==> src/rtl/flash_sample_prefetcher.sv <==
// Reads little-endian 16-bit PCM samples from 8-bit wait-stated flash into a small
// FIFO and serves them one per consumer request, with silence plus a sticky flag on underrun.
module flash_sample_prefetcher #(
    parameter int unsigned       ADDR_W      = 23,
    parameter logic [ADDR_W-1:0] START_ADDR  = 23'h000000,
    parameter logic [ADDR_W-1:0] END_ADDR    = 23'h24C5E0,
    parameter int unsigned       WAIT_CYCLES = 2,
    parameter int unsigned       FIFO_LOG2   = 3
) (
    input  logic              Clk,
    input  logic              Reset_n,
    input  logic              enable,
    input  logic              rewind,
    output logic [ADDR_W-1:0] FL_ADDR,
    input  logic [7:0]        FL_DQ,
    input  logic              sample_req,
    output logic [15:0]       sample_out,
    output logic              sample_valid,
    output logic              underrun,
    input  logic              clr_underrun,
    output logic [FIFO_LOG2:0] fifo_level,
    output logic              wrap
);

    localparam int unsigned         DEPTH     = 1 << FIFO_LOG2;
    localparam logic [FIFO_LOG2:0]  DEPTH_LVL = {1'b1, {FIFO_LOG2{1'b0}}};
    localparam logic [3:0]          WAIT_LAST = 4'(WAIT_CYCLES);

    typedef enum logic [1:0] {IDLE, FETCH_LO, FETCH_HI, PUSH} state_t;

    state_t              state, state_next;
    logic [3:0]          wait_cnt;
    logic [7:0]          lo_byte, hi_byte;
    logic                cap_lo, cap_hi, push_en, start_fetch;
    logic [ADDR_W:0]     addr_inc;
    logic [FIFO_LOG2:0]  wr_ptr, rd_ptr;
    logic                pop_en;
    logic [15:0]         mem [DEPTH];

    // NOTE: every flop below uses <= so all registers see pre-edge values, whatever the block order.
    always_ff @(posedge Clk or negedge Reset_n) begin
        if (!Reset_n) state <= IDLE;
        else          state <= state_next;
    end

    // NOTE: all outputs get a default first, so no path through the case leaves one unassigned (no latch).
    always_comb begin
        state_next  = state;
        cap_lo      = 1'b0;
        cap_hi      = 1'b0;
        push_en     = 1'b0;
        start_fetch = 1'b0;
        case (state)
            IDLE: if (enable && fifo_level < DEPTH_LVL) begin
                start_fetch = 1'b1;
                state_next  = FETCH_LO;
            end
            FETCH_LO: if (wait_cnt == WAIT_LAST) begin
                cap_lo     = 1'b1;
                state_next = FETCH_HI;
            end
            FETCH_HI: if (wait_cnt == WAIT_LAST) begin
                cap_hi     = 1'b1;
                state_next = PUSH;
            end
            PUSH: begin
                push_en    = 1'b1;
                state_next = IDLE;
            end
            default: state_next = IDLE;
        endcase
        // A rewind aborts whatever the fetch engine was about to do.
        if (rewind) begin
            state_next  = IDLE;
            cap_lo      = 1'b0;
            cap_hi      = 1'b0;
            push_en     = 1'b0;
            start_fetch = 1'b0;
        end
    end

    assign addr_inc = {1'b0, FL_ADDR} + 1'b1;

    always_ff @(posedge Clk or negedge Reset_n) begin
        if (!Reset_n) begin
            wait_cnt <= '0;
            lo_byte  <= '0;
            hi_byte  <= '0;
            FL_ADDR  <= START_ADDR;
            wrap     <= 1'b0;
        end else begin
            wrap <= 1'b0;
            if (rewind || start_fetch || cap_lo || cap_hi || state == IDLE || state == PUSH)
                wait_cnt <= '0;
            else
                wait_cnt <= wait_cnt + 1'b1;

            if (rewind) begin
                FL_ADDR <= START_ADDR;
            end else if (cap_lo) begin
                lo_byte <= FL_DQ;
                FL_ADDR <= addr_inc[ADDR_W-1:0];
            end else if (cap_hi) begin
                hi_byte <= FL_DQ;
                if (addr_inc >= {1'b0, END_ADDR}) begin
                    FL_ADDR <= START_ADDR;
                    wrap    <= 1'b1;
                end else begin
                    FL_ADDR <= addr_inc[ADDR_W-1:0];
                end
            end
        end
    end

    // A request during rewind, or against an empty FIFO, is served as an underrun.
    assign fifo_level = wr_ptr - rd_ptr;
    assign pop_en     = sample_req && !rewind && (fifo_level != '0);

    always_ff @(posedge Clk or negedge Reset_n) begin
        if (!Reset_n) begin
            wr_ptr <= '0;
            rd_ptr <= '0;
        end else if (rewind) begin
            wr_ptr <= '0;
            rd_ptr <= '0;
        end else begin
            if (push_en) wr_ptr <= wr_ptr + 1'b1;
            if (pop_en)  rd_ptr <= rd_ptr + 1'b1;
        end
    end

    // NOTE: storage is deliberately not reset; the pointers alone define what is valid.
    always_ff @(posedge Clk) begin
        if (push_en) mem[wr_ptr[FIFO_LOG2-1:0]] <= {hi_byte, lo_byte};
    end

    always_ff @(posedge Clk or negedge Reset_n) begin
        if (!Reset_n) begin
            sample_out   <= '0;
            sample_valid <= 1'b0;
            underrun     <= 1'b0;
        end else begin
            sample_valid <= sample_req;
            if (pop_en)
                sample_out <= mem[rd_ptr[FIFO_LOG2-1:0]];
            else if (sample_req)
                sample_out <= 16'h0000;

            if (sample_req && !pop_en) underrun <= 1'b1;
            else if (clr_underrun)     underrun <= 1'b0;
        end
    end

endmodule
==> config.mk <==
export PLATFORM = sky130hd
export DESIGN_NAME = flash_sample_prefetcher
export DESIGN_NICKNAME = d
export VERILOG_FILES = /design/src/rtl/flash_sample_prefetcher.sv
export SDC_FILE = /design/constraint.sdc
export NUM_CORES = 1
export LEC_CHECK = 0
export BUFFER_PORTS_ARGS = -buffer_cell sky130_fd_sc_hd__buf_2
export CORE_MARGIN = 2
export CORE_UTILIZATION = 30
export DETAILED_ROUTE_END_ITERATION = 8
export GPL_TIMING_DRIVEN = 0
export PLACE_DENSITY = 0.5
export SLEW_MARGIN = 10
export SYNTH_ARGS = -nofsm -noshare
export SYNTH_HDL_FRONTEND = slang
export SYNTH_SLANG_ARGS = --single-unit
==> constraint.sdc <==
create_clock -name Clk -period 4.26 [get_ports Clk]
set_clock_uncertainty 0.05 [all_clocks]
set_input_delay 0.213 -clock Clk [delete_from_list [all_inputs] [get_ports Clk]]
set_output_delay 0.213 -clock Clk [all_outputs]
set_load 0.005 [all_outputs]
* Word-level counts from Yosys, hierarchy flattened *
Memory sizes are Yosys's and may differ from the RTL's.
Cells that the tools add are included.

storage, ports and cells
  logic and storage cells = 83
  output and inout port bits = 46
  memories = 1
  register bits = 72
  input bits = 14
  memory bits (writable) = 128

memory list
  memory  words  width  rd ports  clocked after Yosys merged registers in  write ports  line  source
  mem     8      16     1         0                                        1            38    logic [15:0] mem [DEPTH];

cells by class
  multiplexer cells = 34
  equality and inequality tests = 7
  $lt $le $gt $ge = 2
  reductions and logical operators = 21
  add/subtract/negate cells = 5
  bitwise operators = 2

operators by type and width
  cell                                                                 count
  two-way mux 23 bit                                                   4
  two-way mux 16 bit                                                   2
  adder 23 x 1 -> 24 bit, second input constant                        1
  greater-or-equal comparator 24 x 22 -> 1 bit, second input constant  1
  two-way mux 4 bit                                                    5
  two-way mux 1 bit                                                    18
  adder 4 x 1 -> 4 bit, second input constant                          3
  inequality test 3 bit, second input constant                         3
  two-way mux 2 bit                                                    4
  one-hot mux 2 bit (4 select lines)                                   1
  nonzero test 2 bit                                                   4
  AND reduction 3 bit                                                  2
  logical OR 1 bit                                                     5
  equality test 2 bit, second input constant                           2
  equality test 4 x 2 -> 1 bit, second input constant                  1
  logical AND 1 bit                                                    4
  less-than comparator 4 bit, second input constant                    1
  nonzero test 4 bit                                                   1
  subtractor 4 bit                                                     1
  nonzero test 3 bit                                                   1
  equality test 2 x 1 -> 1 bit, second input constant                  1
  zero test 1 bit                                                      2
  zero test 2 bit                                                      1
  NOT 1 bit                                                            2
  AND reduction 2 bit                                                  1

* Longest topological paths before layout *
Gate-level depths: netlist of run 1.

  word-level depth = 12
  mapped depth = 12
  mapped depth without buffers = 10

* Worst setup path before layout of run 1 *
Ideal clock, no wire load.

  kind = flip-flop to flip-flop
  from = register rd_ptr[1]
  to = register sample_out[10]
  setup time = 135 ps
  required time = 4075 ps
  slack = 872 ps
  period minus slack after synthesis = 3388 ps
  stages on the path, launching flop included = 13
  arrival time = 3203 ps
  path buffers = 4
  path through = dfrtp_1 -> clkbuf_1 -> buf_1 -> inv_1 -> ha_1 -> a21o_1 -> a21oi_1 -> xnor2_1 -> o41ai_1 -> nand2b_1 -> clkbuf_1 -> buf_2 -> o22ai_1

on the way
  cells in the longest elaborated chain, start to end = 4
  elaborated cells between the ends (all ways) = 6
  those cells by class = 1 x add/sub; 1 x mux; 3 x reduce/logical; 1 x memory

ends and longest elaborated chain
  item                                                      line  source
  from (decl)                                               36    logic [FIFO_LOG2:0] wr_ptr, rd_ptr;
  from (signal assigned)                                    128   if (pop_en) rd_ptr <= rd_ptr + 1'b1;
  subtractor 4 bit (*)                                      116   assign fifo_level = wr_ptr - rd_ptr;
  named net fifo_level[3]                                   21    output logic [FIFO_LOG2:0] fifo_level,
  nonzero test 4 bit (*)                                    117   assign pop_en = sample_req && !rewind && (fifo_level != '0);
  logical AND 1 bit (*)                                     117
  two-way mux 16 bit or nonzero test 2 bit (tied branches)  n/a
  to (signal assigned)                                      145   sample_out <= mem[rd_ptr[FIFO_LOG2-1:0]];
  to (decl)                                                 17    output logic [15:0] sample_out,

The timed path passes the listed nets; every way through them passes the cells marked *.
A chain may end at the register's enable or synchronous reset.

* Worst setup path in the final report of run 1 *
  from = register rd_ptr[1]
  to = register sample_out[6]

on the way
  cells in the longest elaborated chain, start to end = 4
  elaborated cells between the ends (all ways) = 6
  those cells by class = 1 x add/sub; 1 x mux; 3 x reduce/logical; 1 x memory

ends and longest elaborated chain
  item                                                      line
  subtractor 4 bit                                          116
  nonzero test 4 bit                                        117
  logical AND 1 bit                                         117
  two-way mux 16 bit or nonzero test 2 bit (tied branches)  n/a

Several ways; a longest one is shown, not always the timed one.

==> impl_summary.md, run 1 <==
Yosys
The commonest cells after synthesis are sky130_fd_sc_hd__edfxtp_1 (128), sky130_fd_sc_hd__dfrtp_1 (72), sky130_fd_sc_hd__nor2_1 (38). Summing the areas of all compound-gate instances in the mapped netlist gives 6.68% of the synthesized area. Summed over its instances, the top area cell type makes up 44.6% of the synthesized netlist area. The count of synthesis-stage warnings from yosys is 0. Of all cell types, the one taking the most synthesized area is sky130_fd_sc_hd__edfxtp_1. The leading register cell type out of synthesis is sky130_fd_sc_hd__edfxtp_1. The xor/xnor share of the synthesized area is approximately 1.2%. The share of synthesized cell area in full adder, half adder and majority cells is under 10%. Summing the areas of all and, or, nand and nor instances in the mapped netlist gives 8.36% of the synthesized area. The cell count after synthesis came out at 585. By area the synthesized netlist is led by sky130_fd_sc_hd__edfxtp_1 (45%), sky130_fd_sc_hd__dfrtp_1 (21%), sky130_fd_sc_hd__mux4_2 (8.4%). By instance count, the leading cell after synthesis is sky130_fd_sc_hd__edfxtp_1.

The net count of the mapped netlist is 612. The cell area that synthesis handed to floorplanning was 8620 um2. The synthesized design contains between 100 and 150 enable-type register cells. The post-synthesis mux area share is 13.3%. The sequential share of the synthesized area is ~66%. Synthesis instantiated 58 different standard cells from the library.

Of all flip-flops after synthesis, the portion carrying an async set or reset was 36.0%. After synthesis, the largest family of logic cells by area is multiplexers. Dividing the synthesized area by the synthesized cell count gives roughly 15 um2. In this run, synthesis produced a sequential element count of 200.

Critical path
The critical path starts at rd_ptr[1]. The largest stage delay on the critical path is 0.52 ns. The slowest stage of the critical path belongs to the cell sky130_fd_sc_hd__o41ai_4. STA puts the critical path data required time at 4.50 ns. The worst flop-to-flop path startpoint is rd_ptr[1]. STA classifies the critical path endpoint as a flop. The largest driver fanout on the critical path is 10. The worst path arrival time is between 4 and 5 ns.

The kind of launch point of the worst setup path is a flop. The kind of critical path is flop to flop. Walking the worst path, the cells encountered are clkbuf_1, buf_2, inv_1, ha_1, a21o_1, a21oi_1, xnor2_1, o41ai_4, nand2b_1, clkbuf_1, buf_2, o22ai_1.

CTS
The count of H-tree levels built during CTS is 4. The TritonCTS clock tree is built. The tree is rooted in a sky130_fd_sc_hd__clkbuf_16.

The clock latency on the worst-skew pair is between 0.4 and 0.5 ns. The TritonCTS buffer count is 17. The number of sinks handled by clock tree synthesis is 200. After clock tree synthesis, the clock-pin slew on the worst setup and hold paths is 0.08 ns. The longest clock path from root to sink contains 2 buffers.

Flow run
The number of max-cap violations is 0.

STA
The relative slew slack is 27.2%. The final period demand of the worst path is 3.97 ns. Setup repair after global routing left no endpoint under its margin.

The achievable frequency is around 0.25 GHz. For the pin with the worst max-slew slack, the measured transition is between 1 and 1.5 ns. The final max-slew violation count came to 0. The fraction of the cycle the final worst path needs is 93.1%. The final hold violation count is 0. The count of endpoints failing setup in the final report is 0.

Die
The die covers 30100 um2. 60 I/O pins were placed. In this run the horizontal extent of the chip is 173 um.

The initial standard-cell utilization of the core is 30.3%. The height of the die is roughly 170 um. The core outline area is around 28000 um2.

The site row count is 62.

Drt
Using the TritonRoute via totals, the vias-per-cell ratio works out to 4.88. After detailed routing, the average wire length per cell comes to about 19 um. The detailed-route via count is 5255. The total iterations of the first detailed-routing run is 4. The number of DRC violations after detailed routing is 0. The number of nets with antenna violations after routing is 0. The starting DRC count in detailed routing is 415.

The routed design has 20500 um of wire.

Power and ir drop
The fraction of power spent switching nets is 28.7%. The internal power contribution is roughly 3.6 mW. The part of the total power dissipated in combinational logic is 18.6%. The sequential group share of total power is 48.9%. For this design the total switching power over the nets is 1.43 mW. VDD sags by at most approximately 0.30 mV. Power spread over the standard cell area amounts to 485 nW/um2. The static leakage is 4.10 nW. The total power of the final layout is between 4 and 5 mW. The share of total power dissipated in the clock network is 32.5%.

Hold path
The type of the tightest min-delay check is primary input to flop. The startpoint identified for the worst hold timing path is FL_DQ[0].

GRT
In the global route stage, overall resource usage came out at about 14%. The total overflow left after global routing is 0. Entering global routing, the biggest net connects 49 pins. The first global-routing pass estimated 32300 um of wire. The number of antenna violations at the first check in global routing is 0.

The via count of the first global-routing pass came to ~5.5k.

Final layout
The final core utilization is between 30% and 40%. Once layout is complete, the cells apart from fillers number roughly 1.1k. The synthesis-to-layout area growth is 19.3%. The repair_antennas step left the layout with diodes totalling 0. The net count of the finished layout is about 710. The share of post-route cells with drive strength above 1 is 25.9%.

Placed design
The cell count after placement is approximately 1.0k. The HPWL after detailed placement is 14100 um. At the end of routability-driven placement, the weighted congestion stood at 0.833. The number of buffers added on ports is 59.

Run status
The flow ran to the end, and the final reports show no timing, DRC or antenna violations.
[final cells by class]
cell class,count,area (um2)
buffer,31,135
clock buffer,18,429
clock inverter,13,154
fill,2745,18200
inverter,32,120
multi-input combinational,321,2760
sequential,200,5650
tap,384,480
timing repair buffer,77,556
[timing repair]
action	CTS	global route
endpoints found under the hold margin	32	0
setup buffers	0	0
gates resized for setup	2	1
hold buffers	7	0
gates cloned	0	0
setup endpoints to repair	17	10
pin swaps	0	0
[registers in the layout (all words and copies together) (netlist names)]
name,count
mem,128
FL_ADDR,23
sample_out,16
hi_byte,8
lo_byte,8
rd_ptr,4
wait_cnt,4
wr_ptr,4
state,2
sample_valid,1
underrun,1
wrap,1
[per-layer routing]
metal | track usage (%) | vias up | routed length [um]
met5 | 0 | - | 0
met1 | 18.2 | 2717 | 9020
li1 | - | 2414 | -
met3 | 3.27 | 20 | 832
met4 | 3.64 | 0 | 243
met2 | 24.2 | 104 | 10400
[logic make-up after synthesis]
family,Yosys count
xor gates and xnor gates,12
adders and majority gates,13
and+or+nand+nor,135
AOI/OAI and AO/OA,89
muxes,72
buffers and inverters,64
DFF,200
[per-stage QoR]
step | TNS, ns | hold WS [ns] | worst slack [ns] | cell area [um2]
2_1_floorplan | 0 | -0.133 | 0.872 | 8620
3_3_place_gp | -3.10 | 0.288 | -0.315 | 9390
3_5_place_dp | -6.23 | 0.119 | -0.518 | 9610
4_1_cts | 0 | 0.00773 | 0.129 | 10300
5_1_grt | 0 | 0.000842 | 0.0932 | 10300
6_report | 0 | 0.0121 | 0.294 | 10300
[power by group through the flow]
stage          logic, mW  registers [mW]  clock network, mW
2_1_floorplan      0.584            2.44                  0
3_3_place_gp       0.885            2.46                  0
3_5_place_dp       0.924            2.48                  0
4_1_cts            0.939            2.44               1.66
5_1_grt             1.02            2.47               1.75
6_report           0.927            2.44               1.62
[critical path: cells and delay by family (launching register included)]
| family | cells | cell delay (ns) |
|---|---|---|
| compound gates | 4 | 1.01 |
| xor+xnor | 1 | 0.22 |
| fa+ha+maj | 1 | 0.29 |
| buf+inv | 5 | 1.68 |
| flops | 1 | 0.37 |
| simple gates | 1 | 0.19 |
[layout by cell type (no fill, tap or decap), drive strengths merged, types with 23 or more instances in the layout]
cell,Yosys,layout
mux4,32,32
mux2i,23,23
edfxtp,128,128
buf,14,83
inv,32,41
clkbuf,18,36
nand2,26,26
nor2,38,38
o21ai,23,23
dfrtp,72,72
[final timing paths]
kind | end | slack (ns) | depth (start not counted)
hold reg to reg | wait_cnt[0] | 0.45 | 1
hold / removal | hi_byte[0] | 0.01 | 2
min in group asynchronous | sample_out[15] | 0.19 | 2
setup reg to reg | sample_out[6] | 0.29 | 12
max in group asynchronous | lo_byte[3] | 3.34 | 3
setup / recovery | sample_out[6] | 0.29 | 12
Note: power is estimated with default switching activity, not from simulation.
==> inputs of run 2 (changes only) <==
- CELL_PAD_IN_SITES_DETAIL_PLACEMENT: default -> 2
- CELL_PAD_IN_SITES_GLOBAL_PLACEMENT: default -> 2
- PLACE_DENSITY: 0.5 -> 0.63
==> impl_summary.md, run 2 (same netlist as run 1, synthesis figures left out) <==
Run status
Outcome: finished clean (unchanged).

CTS
The post-CTS setup buffer count is 0 (unchanged). The TritonCTS buffer count was 17 (unchanged). The number of sinks handled by clock tree synthesis is 200 (unchanged).

The clock slew seen by the registers of the worst setup and hold paths is 0.08 ns (about the same). The maximum root-to-sink buffer count is 2 (unchanged). The clock latency on the worst-skew pair was 0.44 ns (about the same).

The TritonCTS clock tree was built (unchanged). The count of H-tree levels built during CTS was 4 (unchanged). The cell chosen for the clock root is sky130_fd_sc_hd__clkbuf_16 (unchanged).

Drt
The detailed-route via count came to 5327 (was 5255). The starting DRC count in detailed routing came to 265 (was 415). The number of DRC violations after detailed routing was 0 (unchanged). The total iterations of the first detailed-routing run came to 4 (unchanged). The average wire per standard cell was 21.7 um (was 19.0 um). The per-cell via count in the routed design was 4.94 (was 4.88). The number of nets with antenna violations after routing came to 0 (unchanged). The wire length after detailed routing is 23400 um (was 20500 um).

STA
The count of endpoints failing setup in the final report is 0 (unchanged). RSZ-0062 raised after global routing: false (unchanged). The final worst setup slack came to 0.409 ns (was 0.294 ns). The fraction of the cycle the final worst path needs was 90.4% (was 93.1%). The final max-slew violation count is 0 (unchanged). The achievable frequency is 0.260 GHz (was 0.252 GHz).

The transition at the pin with the smallest max-transition slack is 1.08 ns (was 1.09 ns). The hold slack is 0.0407 ns (was 0.0121 ns). The relative slew slack is 27.8% (was 27.2%).

The final period demand of the worst path is 3.85 ns (was 3.97 ns). The final total negative setup slack is 0 ns (unchanged). The final hold violation count came to 0 (unchanged).

Critical path
The element type at the critical path end is a flop (unchanged). The endpoint of the worst-slack reg-to-reg timing path is sample_out[13] (was sample_out[6]). In this design, the critical path's most frequently occurring cell is sky130_fd_sc_hd__buf_2. List of cells traversed by the critical path: clkbuf_1, buf_2, inv_1, ha_1, a21o_1, a21oi_1, xnor2_1, o41ai_4, nand2b_1, buf_2, o22ai_1 (was clkbuf_1, buf_2, inv_1, ha_1, a21o_1, a21oi_1, xnor2_1, o41ai_4, nand2b_1, clkbuf_1, buf_2, o22ai_1). The largest stage delay on the critical path is 0.56 ns (was 0.52 ns). The kind of critical path is flop to flop (unchanged). The buffers plus inverters on the worst setup path is 4 (was 5). The path depth of the worst reg2reg path is 11 (was 12). The largest driver fanout on the critical path came to 10 (unchanged).

The required time at the worst-slack endpoint is 4.52 ns (was 4.50 ns). The register-to-register setup slack is 0.41 ns (was 0.29 ns). The family with the most delay on the worst path is buffers and inverters (unchanged).

The slowest library cell on the worst path is sky130_fd_sc_hd__o41ai_4 (unchanged). The kind of launch point of the worst setup path is a flop (unchanged). The worst path arrival time is 4.11 ns (was 4.21 ns). The worst flop-to-flop path startpoint is rd_ptr[1] (unchanged).

Final layout
The final instance count without filler cells is 1078 (was 1076). The share of post-route cells with drive strength above 1 is 26.1% (was 25.9%). The synthesis-to-layout area growth is 20.5% (was 19.3%). The number of flip-flops under the largest register name came to 128 (unchanged). The antenna diode count was 0 (unchanged). The most common library cell in the layout ignoring fill and taps is sky130_fd_sc_hd__edfxtp_1 (unchanged). The final net count is 708 (was 707). The filler cell count is 2900 (was 2745). The final core utilization is 36.5% (was 36.1%). Commonest cells after routing, fill and taps aside: sky130_fd_sc_hd__edfxtp_1 (128), sky130_fd_sc_hd__dfrtp_1 (72), sky130_fd_sc_hd__buf_2 (67) (unchanged).

The post-route cell area is 10400 um2 (was 10300 um2).

Hold path
The worst hold path startpoint was FL_DQ[7] (was FL_DQ[0]). The depth of the worst hold-timing path is 2 (unchanged). The type of the tightest min-delay check is primary input to flop (unchanged). The end of the worst hold path is hi_byte[7] (was hi_byte[0]).

Die
The area enclosed by the die boundary is 30100 um2 (unchanged). The count of pins on the block boundary is 60 (unchanged). The core outline area is 28500 um2 (unchanged). The height of the die is 173 um (unchanged). The initial standard-cell utilization of the core was 30.3% (unchanged). The die outline width is 173 um (unchanged). The site row count is 62 (unchanged).

Power and ir drop
The part of the total power dissipated in the clock network is 33.6% (was 32.5%). The fraction of power spent switching nets was 29.9% (was 28.7%). The peak supply drop is 0.397 mV (was 0.299 mV). The total power divided by cell area is 490 nW/um2 (was 485 nW/um2).

The part of the total power dissipated in combinational logic was 18.4% (was 18.6%). The net switching power is 1.52 mW (was 1.43 mW). The total power of the final layout is 5.09 mW (was 4.98 mW). The internal power contribution came to 3.57 mW (was 3.55 mW). The sequential group share of total power is 48.0% (was 48.9%). The static leakage is 4.14 nW (was 4.10 nW).

GRT
The via count of the first global-routing pass was 6077 (was 5549). The global router's overall resource usage is 16.5% (was 14.2%). The overflow left after global routing is 0 (unchanged). The wire length of the first global-routing pass was 37300 um (was 32300 um). The number of antenna violations at the first check in global routing is 0 (unchanged).

The pin count of the biggest net entering global routing is 47 (was 49).

Placed design
The number of buffers added on ports is 59 (unchanged). The worst slack at placement is -0.732 ns (was -0.518 ns). The cell area after placement was 9650 um2 (was 9610 um2). The final estimated routing congestion in global placement is 0.799 (was 0.833). The cell count after placement is 1039 (unchanged). The HPWL after detailed placement is 16200 um (was 14100 um).

Flow run
The number of max-cap violations is 0 (unchanged).
==> run 2: cell count changes in the layout (fill, tap and decap cells not counted), moves of 2 or more <==
cell,previous run,this run
sky130_fd_sc_hd__buf_16,3,7
sky130_fd_sc_hd__buf_4,2,4
sky130_fd_sc_hd__buf_6,4,2
sky130_fd_sc_hd__buf_8,4,0
sky130_fd_sc_hd__clkbuf_1,16,14
sky130_fd_sc_hd__clkinv_8,2,6
sky130_fd_sc_hd__dlygate4sd3_1,7,9
sky130_fd_sc_hd__inv_6,6,2
==> run 2: repair_timing <==
action / CTS / global route
gates resized for setup: 3 / 0
hold buffers: 9 / 0
hold endpoints to repair: 36 / 0
endpoints found under the setup margin: 17 / 10
==> run 2: how the worst max path moves through the flow <==
stage,start,endpoint,cells past startpoint
6_report,rd_ptr[1],sample_out[13],11
3_5_place_dp,rd_ptr[1],sample_out[13],12
2_1_floorplan,rd_ptr[1],sample_out[10],12
5_1_grt,rd_ptr[1],sample_out[13],11
3_3_place_gp,rd_ptr[1],sample_out[9],12
4_1_cts,rd_ptr[1],sample_out[13],12
==> run 2: power groups by stage <==
stage / clock, mW / combinational [mW] / sequential [mW]
after floorplan: 0 / 0.584 / 2.44
after global placement: 0 / 0.885 / 2.46
after detailed placement: 0 / 0.934 / 2.49
after CTS: 1.75 / 0.969 / 2.45
after global routing: 1.82 / 1.04 / 2.48
final: 1.71 / 0.937 / 2.44
==> run 2: layout make-up <==
class	count	area (um2)	area share (%)
flip-flops and latches	200	5650	54.4
clock inverters	15	203	1.95
well taps	384	480	4.63
inverters	32	120	1.16
clock buffers	17	425	4.10
multi-input cells	321	2760	26.6
plain buffers	30	131	1.27
repair buffers	79	618	5.95
==> run 2: layer usage <==
layer	GRT usage [%]	wire (um)	vias up	part of all wire, %
li1	-	-	2412	-
met1	21.0	10300	2817	44
met2	28.9	12300	78	52
met3	3.22	590	20	2.5
met4	3.78	214	0	0.91
met5	0	0	-	0
==> run 2: worst register-to-register path: stages (launching register included) <==
cell and delay, ns:
sky130_fd_sc_hd__dfrtp_1 0.35, sky130_fd_sc_hd__clkbuf_1 0.39, sky130_fd_sc_hd__buf_2 0.41, sky130_fd_sc_hd__inv_1 0.14
sky130_fd_sc_hd__ha_1 0.29, sky130_fd_sc_hd__a21o_1 0.19, sky130_fd_sc_hd__a21oi_1 0.17, sky130_fd_sc_hd__xnor2_1 0.20
sky130_fd_sc_hd__o41ai_4 0.56, sky130_fd_sc_hd__nand2b_1 0.47, sky130_fd_sc_hd__buf_2 0.37, sky130_fd_sc_hd__o22ai_1 0.15
==> inputs of run 3 (changes only) <==
- CELL_PAD_IN_SITES_DETAIL_PLACEMENT: 2 -> default
- CELL_PAD_IN_SITES_GLOBAL_PLACEMENT: 2 -> default
- PLACE_DENSITY: 0.63 -> 0.5
- clock period: 4.26 -> 4.1 ns (I/O delays scaled with it)
==> impl_summary.md, run 3 (same netlist as run 1, synthesis figures left out) <==
Drt
The total iterations of the first detailed-routing run is 4 (unchanged). The per-cell via count in the routed design is 4.86 (was 4.94). The starting DRC count in detailed routing came to 406 (was 265). The wire length after detailed routing is 20500 um (was 23400 um). The average wire per standard cell came to 19.0 um (was 21.7 um).

The number of nets with antenna violations after routing is 0 (unchanged). The detailed-route via count is 5244 (was 5327). The number of DRC violations after detailed routing is 0 (unchanged).

Final layout
The number of flip-flops under the largest register name is 128 (unchanged). The share of post-route cells with drive strength above 1 is 25.8% (was 26.1%). The post-route cell area is 10300 um2 (was 10400 um2).

The synthesis-to-layout area growth is 19.6% (was 20.5%). The final core utilization is 36.2% (was 36.5%). The antenna diode count is 0 (unchanged). The final net count was 709 (was 708). The final instance count without filler cells was 1078 (unchanged). Commonest cells after routing, fill and taps aside: sky130_fd_sc_hd__edfxtp_1 (128), sky130_fd_sc_hd__dfrtp_1 (72), sky130_fd_sc_hd__buf_2 (67) (unchanged). The most common library cell in the layout ignoring fill and taps is sky130_fd_sc_hd__edfxtp_1 (unchanged).

Critical path
The most numerous cell on the critical path is sky130_fd_sc_hd__buf_2 (unchanged). The kind of launch point of the worst setup path is a flop (unchanged). List of cells traversed by the critical path: clkbuf_1, buf_2, inv_1, ha_1, a21o_1, a21oi_1, xnor2_1, o41ai_4, nand2b_1, buf_2, o22ai_1 (unchanged). The family with the most delay on the worst path was buffers and inverters (unchanged). The required time at the worst-slack endpoint is 4.34 ns (was 4.52 ns). The worst path arrival time came to 4.07 ns (was 4.11 ns). The largest driver fanout on the critical path is 10 (unchanged). The element type at the critical path end is a flop (unchanged).

The kind of critical path is flop to flop (unchanged). The slowest library cell on the worst path is sky130_fd_sc_hd__o41ai_4 (unchanged). The buffers plus inverters on the worst setup path is 4 (unchanged).

The largest stage delay on the critical path is 0.52 ns (was 0.56 ns).

Power and ir drop
The peak supply drop is 0.310 mV (was 0.397 mV). The static leakage came to 4.11 nW (was 4.14 nW). The total power of the final layout was 5.17 mW (was 5.09 mW). The total power divided by cell area came to 502 nW/um2 (was 490 nW/um2).

STA
The final worst setup slack is 0.274 ns (was 0.409 ns). The achievable frequency is 0.261 GHz (was 0.260 GHz). RSZ-0062 raised after global routing: false (unchanged). The hold slack was 0.0150 ns (was 0.0407 ns). The final hold violation count was 0 (unchanged).

The transition at the pin with the smallest max-transition slack came to 1.09 ns (was 1.08 ns). The fraction of the cycle the final worst path needs is 93.3% (was 90.4%). The relative slew slack is 27.1% (was 27.8%). The count of endpoints failing setup in the final report came to 0 (unchanged).

The final total negative setup slack is 0 ns (unchanged). The final period demand of the worst path came to 3.83 ns (was 3.85 ns). The final max-slew violation count is 0 (unchanged).

Die
The height of the die is 173 um (unchanged). The initial standard-cell utilization of the core is 30.3% (unchanged). The core outline area came to 28500 um2 (unchanged). The site row count is 62 (unchanged). The count of pins on the block boundary is 60 (unchanged). The area enclosed by the die boundary was 30100 um2 (unchanged).

The die outline width is 173 um (unchanged).

Hold path
The type of the tightest min-delay check is primary input to flop (unchanged).

Placed design
The final estimated routing congestion in global placement is 0.833 (was 0.799). The number of buffers added on ports came to 59 (unchanged). The cell area after placement came to 9610 um2 (was 9650 um2). The cell count after placement is 1039 (unchanged). The HPWL after detailed placement is 14100 um (was 16200 um). The worst slack at placement is -0.678 ns (was -0.732 ns).

CTS
The clock latency on the worst-skew pair came to 0.43 ns (was 0.44 ns). The count of H-tree levels built during CTS is 4 (unchanged). The number of sinks handled by clock tree synthesis was 200 (unchanged). The maximum root-to-sink buffer count is 2 (unchanged). The clock slew seen by the registers of the worst setup and hold paths was 0.08 ns (about the same). The TritonCTS clock tree is built (unchanged). The TritonCTS buffer count is 17 (unchanged). The cell chosen for the clock root is sky130_fd_sc_hd__clkbuf_16 (unchanged).

GRT
The via count of the first global-routing pass came to 5556 (was 6077). The wire length of the first global-routing pass is 32300 um (was 37300 um). The number of antenna violations at the first check in global routing is 0 (unchanged). The pin count of the biggest net entering global routing is 49 (was 47).

The overflow left after global routing is 0 (unchanged). The global router's overall resource usage is 14.2% (was 16.5%).

Run status
Outcome: finished clean (unchanged).

Flow run
The number of max-cap violations came to 0 (unchanged).
-- run 3: cell count changes in the layout (fill, tap and decap cells not counted), sizes merged --
cell | previous run | this run
inv | 37 | 41
clkinv | 9 | 3
clkbuf | 34 | 35
dlygate4sd3 | 9 | 10
-- run 3: area by class of cell --
type                       instances  area [um2]
inverter                          32         120
clock buffer                      18         429
buffer                            30         131
multi-input combinational        321        2760
fill                            2744       18200
timing repair buffer              80         586
clock inverter                    13         154
tap                              384         480
sequential                       200        5650
-- run 3: worst paths after layout --
path	slack, ns	start	endpoint	depth (start not counted)
max reg2reg	0.27	rd_ptr[1]	sample_out[6]	11
max	0.27	rd_ptr[1]	sample_out[6]	11
min reg2reg	0.45	wait_cnt[0]	wait_cnt[0]	1
min	0.01	FL_DQ[1]	hi_byte[1]	2
min in group asynchronous	0.18	Reset_n	sample_out[15]	2
max in group asynchronous	3.20	Reset_n	lo_byte[3]	3
-- run 3: what timing repair did --
action,CTS,global route
hold buffers,8,2
endpoints found under the setup margin,17,10
endpoints found under the hold margin,33,3
resized for setup,3,0
setup buffers,0,0
-- run 3: routing by layer --
metal / vias up / GRT usage [%] / wire (um) / share of wire (%)
li1: 2413 / - / - / -
met1: 2707 / 18.2 / 9150 / 45
met2: 101 / 24.3 / 10400 / 51
met3: 23 / 3.25 / 717 / 3.5
met4: 0 / 3.64 / 278 / 1.4
met5: - / 0 / 0 / 0
-- run 3: where the power goes --
group | total, mW | leakage (nW) | switching [mW] | internal (mW)
clock | 1.68 | 0.288 | 0.810 | 0.869
sequential | 2.53 | 2.27 | 0.155 | 2.38
combinational | 0.963 | 1.56 | 0.519 | 0.444
-- run 3: worst register-to-register path: cells and delay by family, from the launching register on --
kind / cells / cell delay, ns
xor+xnor: 1 / 0.22
buf+inv: 4 / 1.29
compound gates: 4 / 1.01
flops: 1 / 0.36
fa+ha+maj: 1 / 0.29
simple gates: 1 / 0.47
